### config.mk
export PLATFORM = sky130hd
export DESIGN_NAME = output_weight_update
export DESIGN_NICKNAME = d
export VERILOG_FILES = /design/src/rtl/output_weight_update_pkg.sv /design/src/rtl/output_grad_calc.sv /design/src/rtl/output_weight_update.sv
export SDC_FILE = /design/constraint.sdc
export NUM_CORES = 1
export LEC_CHECK = 0
export CORE_AREA = 2 2 161 163
export DETAILED_ROUTE_END_ITERATION = 10
export DIE_AREA = 0 0 163 165
export GPL_TIMING_DRIVEN = 0
export MAX_ROUTING_LAYER = met4
export PLACE_DENSITY = 0.87
export SLEW_MARGIN = 20
export SYNTH_ARGS = -nofsm -noshare
export SYNTH_HDL_FRONTEND = slang
export SYNTH_SLANG_ARGS = --single-unit
export TNS_END_PERCENT = 20
### constraint.sdc
create_clock -name clk_i -period 14.82 [get_ports clk_i]
set_clock_uncertainty 0.15 [all_clocks]
set_input_delay 2.223 -clock clk_i [delete_from_list [all_inputs] [get_ports clk_i]]
set_output_delay 2.223 -clock clk_i [all_outputs]
set_load 0.05 [all_outputs]
### src/rtl/output_weight_update_pkg.sv
// Shared state encoding and default geometry for the output-layer weight update block.
package output_weight_update_pkg;

  localparam int DEF_N_W      = 4;
  localparam int DEF_W_W      = 8;
  localparam int DEF_H_W      = 10;
  localparam int DEF_X_W      = 4;
  localparam int DEF_F_W      = 23;
  localparam int DEF_LR_SHIFT = 4;

  typedef enum logic [1:0] {
    IDLE = 2'd0,
    CALC = 2'd1,
    DONE = 2'd2
  } state_e;

endpackage

### src/rtl/output_grad_calc.sv
// Combinational per-slot update: w_new = w - ((2*(x - final)*h) >>> LR_SHIFT).
// OUTPUT_WU_SAT_EN selects clamping of w_new; otherwise it wraps to W_W bits.
module output_grad_calc
  import output_weight_update_pkg::*;
#(
  parameter int W_W      = DEF_W_W,
  parameter int H_W      = DEF_H_W,
  parameter int X_W      = DEF_X_W,
  parameter int F_W      = DEF_F_W,
  parameter int LR_SHIFT = DEF_LR_SHIFT
) (
  input  logic [X_W-1:0] x_i,
  input  logic [F_W-1:0] final_i,
  input  logic [H_W-1:0] hidden_i,
  input  logic [W_W-1:0] w_i,
  output logic [W_W-1:0] w_new_o,
  output logic           sat_o
);

  // Wide enough that err*h*2 and the final subtraction never lose bits.
  localparam int A_W = F_W + H_W + 3;

  localparam logic signed [A_W-1:0] W_MAX = {{(A_W-W_W+1){1'b0}}, {(W_W-1){1'b1}}};
  localparam logic signed [A_W-1:0] W_MIN = {{(A_W-W_W+1){1'b1}}, {(W_W-1){1'b0}}};

  logic signed [A_W-1:0] err;
  logic signed [A_W-1:0] grad;
  logic signed [A_W-1:0] delta;
  logic signed [A_W-1:0] w_full;

  function automatic logic signed [A_W-1:0] floor_shift(input logic signed [A_W-1:0] v);
    return v >>> LR_SHIFT;
  endfunction

  function automatic logic fits_w(input logic signed [A_W-1:0] v);
    return (v <= W_MAX) && (v >= W_MIN);
  endfunction

`ifdef OUTPUT_WU_SAT_EN
  function automatic logic [W_W-1:0] clamp_w(input logic signed [A_W-1:0] v);
    if (v > W_MAX)      return W_MAX[W_W-1:0];
    else if (v < W_MIN) return W_MIN[W_W-1:0];
    else                return v[W_W-1:0];
  endfunction
`endif

  always_comb begin
    err     = signed'(A_W'(x_i)) - signed'({{(A_W-F_W){final_i[F_W-1]}}, final_i});
    grad    = (err * signed'(A_W'(hidden_i))) <<< 1;
    delta   = floor_shift(grad);
    w_full  = signed'({{(A_W-W_W){w_i[W_W-1]}}, w_i}) - delta;
    sat_o   = !fits_w(w_full);
`ifdef OUTPUT_WU_SAT_EN
    w_new_o = clamp_w(w_full);
`else
    w_new_o = w_full[W_W-1:0];
`endif
  end

endmodule

### src/rtl/output_weight_update.sv
// Sequential backward-pass weight update: one output weight per CALC cycle.
// Build option OUTPUT_WU_SAT_EN (clamp instead of wrap) is handled in output_grad_calc.
module output_weight_update
  import output_weight_update_pkg::*;
#(
  parameter int N_W      = DEF_N_W,
  parameter int W_W      = DEF_W_W,
  parameter int H_W      = DEF_H_W,
  parameter int X_W      = DEF_X_W,
  parameter int F_W      = DEF_F_W,
  parameter int LR_SHIFT = DEF_LR_SHIFT,
  localparam int IDX_W   = (N_W > 1) ? $clog2(N_W) : 1
) (
  input  logic               clk_i,
  input  logic               rst_i,
  input  logic               start_i,
  input  logic               clear_i,
  input  logic [X_W-1:0]     x_i,
  input  logic [F_W-1:0]     final_i,
  input  logic [N_W*H_W-1:0] hidden_i,
  input  logic [N_W*W_W-1:0] w_i,
  output logic [N_W*W_W-1:0] w_o,
  output logic               busy_o,
  output logic               done_o,
  output logic [IDX_W-1:0]   idx_o,
  output logic               sat_o
);

  state_e             state_q, state_d;
  logic [IDX_W-1:0]   idx_q, idx_d;
  logic [X_W-1:0]     x_q, x_d;
  logic [F_W-1:0]     final_q, final_d;
  logic [N_W*H_W-1:0] hidden_q, hidden_d;
  logic [N_W*W_W-1:0] w_q, w_d;
  logic               sat_q, sat_d;

  logic [H_W-1:0]     hid_sel;
  logic [W_W-1:0]     w_sel;
  logic [W_W-1:0]     w_new;
  logic               slot_sat;

  // One shared arithmetic unit, steered by idx to the slot being updated.
  assign hid_sel = hidden_q[idx_q*H_W +: H_W];
  assign w_sel   = w_q[idx_q*W_W +: W_W];

  output_grad_calc #(
    .W_W      (W_W),
    .H_W      (H_W),
    .X_W      (X_W),
    .F_W      (F_W),
    .LR_SHIFT (LR_SHIFT)
  ) u_grad_calc (
    .x_i      (x_q),
    .final_i  (final_q),
    .hidden_i (hid_sel),
    .w_i      (w_sel),
    .w_new_o  (w_new),
    .sat_o    (slot_sat)
  );

  always_comb begin
    state_d  = state_q;
    idx_d    = idx_q;
    x_d      = x_q;
    final_d  = final_q;
    hidden_d = hidden_q;
    w_d      = w_q;
    sat_d    = sat_q;

    if (clear_i) begin
      state_d = IDLE;
      idx_d   = '0;
      w_d     = '0;
      sat_d   = 1'b0;
    end else begin
      unique case (state_q)
        IDLE: begin
          if (start_i) begin
            x_d      = x_i;
            final_d  = final_i;
            hidden_d = hidden_i;
            w_d      = w_i;
            sat_d    = 1'b0;
            idx_d    = '0;
            state_d  = CALC;
          end
        end
        CALC: begin
          w_d[idx_q*W_W +: W_W] = w_new;
          sat_d = sat_q | slot_sat;
          if (idx_q == IDX_W'(N_W-1)) begin
            idx_d   = '0;
            state_d = DONE;
          end else begin
            idx_d = idx_q + IDX_W'(1);
          end
        end
        DONE:    state_d = IDLE;
        default: state_d = IDLE;
      endcase
    end
  end

  always_comb begin
    busy_o = (state_q == CALC);
    done_o = (state_q == DONE);
    idx_o  = (state_q == CALC) ? idx_q : '0;
    w_o    = w_q;
    sat_o  = sat_q;
  end

  always_ff @(posedge clk_i or posedge rst_i) begin
    if (rst_i) begin
      state_q  <= IDLE;
      idx_q    <= '0;
      x_q      <= '0;
      final_q  <= '0;
      hidden_q <= '0;
      w_q      <= '0;
      sat_q    <= 1'b0;
    end else begin
      state_q  <= state_d;
      idx_q    <= idx_d;
      x_q      <= x_d;
      final_q  <= final_d;
      hidden_q <= hidden_d;
      w_q      <= w_d;
      sat_q    <= sat_d;
    end
  end

endmodule

==> impl_metrics.env <==
export IMPL_cts_max_path_buffers=2
export IMPL_cp_max_fo=7
export IMPL_finalHoldViolCount=0
export IMPL_reg2reg_slack_ns=3.45
export IMPL_async_reset_ff_frac=1.00
export IMPL_setup_viol=0
export IMPL_yosys_top_cells_count="inv_1, fa_1, nand2_1"
export IMPL_vias_per_cell=6.01
export IMPL_yosysMostFrequentCell="inv_1"
export IMPL_vias=13000
export IMPL_antenna_found_initial=1
export IMPL_crit_top_cell="fa_1"
export IMPL_finalMaxSlewViolations=0
export IMPL_cts_root_buf="clkbuf_16"
export IMPL_r2r_end="sat_o"
export IMPL_netlist_top_cells_area="fa_1, dfrtp_1, ha_1, inv_1, mux2_2"
export IMPL_dieArea_um2=26900
export IMPL_ys_seq_elements=104
export IMPL_drt_iter0_drc=1258
export IMPL_port_buffers=138
export IMPL_insertion_delay_ns=0.36
export IMPL_yosysTopAreaCell="fa_1"
export IMPL_fin_util=0.703
export IMPL_layout_nets=2257
export IMPL_grt_pass1_wl_um=67800
export IMPL_area_growth_pct=14.0
export IMPL_dieWidth_um=163
export IMPL_synth_top_area_frac=0.273
export IMPL_wl_per_cell_um=19.5
export IMPL_syn_avg_cell_area_um2=9.21
export IMPL_hold_start="hidden_q[13]"
export IMPL_cts_sinks=104
export IMPL_grt_use_total=0.334
export IMPL_outcome="finished, final reports clean"
export IMPL_multiInputGateArea_um2=11700
export IMPL_coreArea_um2=25000
export IMPL_reg2regPathDepth=42
export IMPL_fill_cells=1819
export IMPL_r2r_start="final_q[1]"
export IMPL_cts_resized=0
export IMPL_final_period_utilization=0.768
export IMPL_slowest_stage="nor4b_2"
export IMPL_grt_ovfl_total=0
export IMPL_max_freq_mhz=87.9
export IMPL_cpPeakStageDelay_ns=0.71
export IMPL_crit_type="register to register"
export IMPL_cts_hold_buf=0
export IMPL_finalWorstSetupSlack_ns=3.45
export IMPL_post_place_cells=2147
export IMPL_place_congestion=0.978
export IMPL_syn_nets=2107
export IMPL_fp_dieH_um=165
export IMPL_cp_required_ns=14.90
export IMPL_ys_warn_count=0
export IMPL_dpl_worst_slack_ns=3.74
export IMPL_synth_top_flop_cell="dfrtp_1"
export IMPL_fin_setup_tns_ns=0
export IMPL_drc=0
export IMPL_hp_class="register to register"
export IMPL_tightest_slew_ns=0.983
export IMPL_yosys_cell_types_count=64
export IMPL_grt_pass1_vias=13300
export IMPL_min_to="hidden_q[13]"
export IMPL_end_kind="register"
export IMPL_syn_area_um2=15400
export IMPL_period_needed_ns=11.37
export IMPL_seq_area_um2=2600
export IMPL_post_cts_buffers=0
export IMPL_cts_made_buffers=9
export IMPL_dp_hpwl_um=34900
export IMPL_ant_nets=0
export IMPL_row_count=58
export IMPL_grt_max_degree=73
export IMPL_first_pass_iters=5
export IMPL_synth_seq_area_share=0.168
export IMPL_final_cells=2164
export IMPL_syn_inst=1678
export IMPL_cts_tree="built"
export IMPL_start_util=0.617
export IMPL_htreeDepth=3
export IMPL_startpoint_type="register"
export IMPL_synth_edf_count=0
export IMPL_critical_path_arrival_ns=11.45
export IMPL_clkTransAtPathRegs_ns=0.09
export IMPL_wl_um=42200
export IMPL_rsz0062_at_grt="no"
export IMPL_hold_depth=1
export IMPL_drive_gt1_frac=0.0627
export IMPL_ios=140
export IMPL_maxSlewHeadroom=0.342
export IMPL_maxCapViolCount=0
-- flip-flops by register name (all words and copies together) (netlist names) --
signal	count
final_q	23
hidden_q	40
idx_q	2
sat_o	1
state_q	2
w_o	32
x_q	4
-- layout make-up --
cell class	count	share of cell area
plain buffers	55	0.0122
clock inverters	7	0.00512
inverters	256	0.0549
repair buffers	139	0.0800
clock buffers	9	0.0128
diodes	1	0.000142
well taps	330	0.0235
multi-input cells	1263	0.664
flip-flops and latches	104	0.148
-- logic make-up after synthesis --
family                   after synthesis  synth area share
XOR/XNOR                             100            0.0567
AO/OA/AOI/OAI                        266             0.118
adder cells (fa/ha/maj)              326             0.367
AND/OR/NAND/NOR                      483             0.142
flip-flops                           104             0.168
buffers and inverters                311            0.0761
multiplexers                          88            0.0723
-- worst max-delay path by stage --
stage / startpoint / endpoint / slack (ns) / cells past startpoint
floorplan: final_q[0] / sat_o / 5.58 / 41
global placement: final_q[0] / sat_o / 3.93 / 40
detailed placement: final_q[1] / sat_o / 3.74 / 42
CTS: idx_q[0] / sat_o / 3.69 / 35
global route: final_q[1] / sat_o / 2.98 / 40
finish: final_q[1] / sat_o / 3.45 / 42
-- routing by layer --
layer | share of wire | GRT usage | vias to the layer above
li1 | - | - | 5810
met1 | 0.41 | 0.431 | 6433
met2 | 0.48 | 0.548 | 676
met3 | 0.082 | 0.0487 | 92
met4 | 0.031 | 0.108 | 0
met5 | 0 | - | -
-- worst max-delay path: cells and delay by family, from the launching register on --
| family | cells | cell delay [ns] |
|---|---|---|
| compound gates | 12 | 1.58 |
| xor+xnor | 2 | 0.79 |
| fa+ha+maj | 8 | 3.40 |
| buf+inv | 6 | 0.76 |
| flops | 1 | 0.38 |
| simple gates | 14 | 4.18 |
-- per-stage QoR --
step | hold WS (ns) | cell area (µm²)
after floorplan | 0.325 | 15400
after global placement | 0.334 | 17200
after detailed placement | 0.343 | 17300
after CTS | 0.361 | 17600
after global routing | 0.380 | 17600
final | 0.358 | 17600
-- cells in the final DEF, fill, tap and decap left out, drive strengths merged, types with 52 or more instances in the layout --
cell and instances:
clkbuf 54, ha 115, a21oi 60, xnor2 56
clkdlybuf4s50 138, mux2 69, nand2 192, dfrtp 104
inv 258, o21ai 52, fa 211, a22o 52
nor2 147
Power is not shown: default switching activity piles up to over one toggle a cycle in this logic, so the estimate is an artifact.
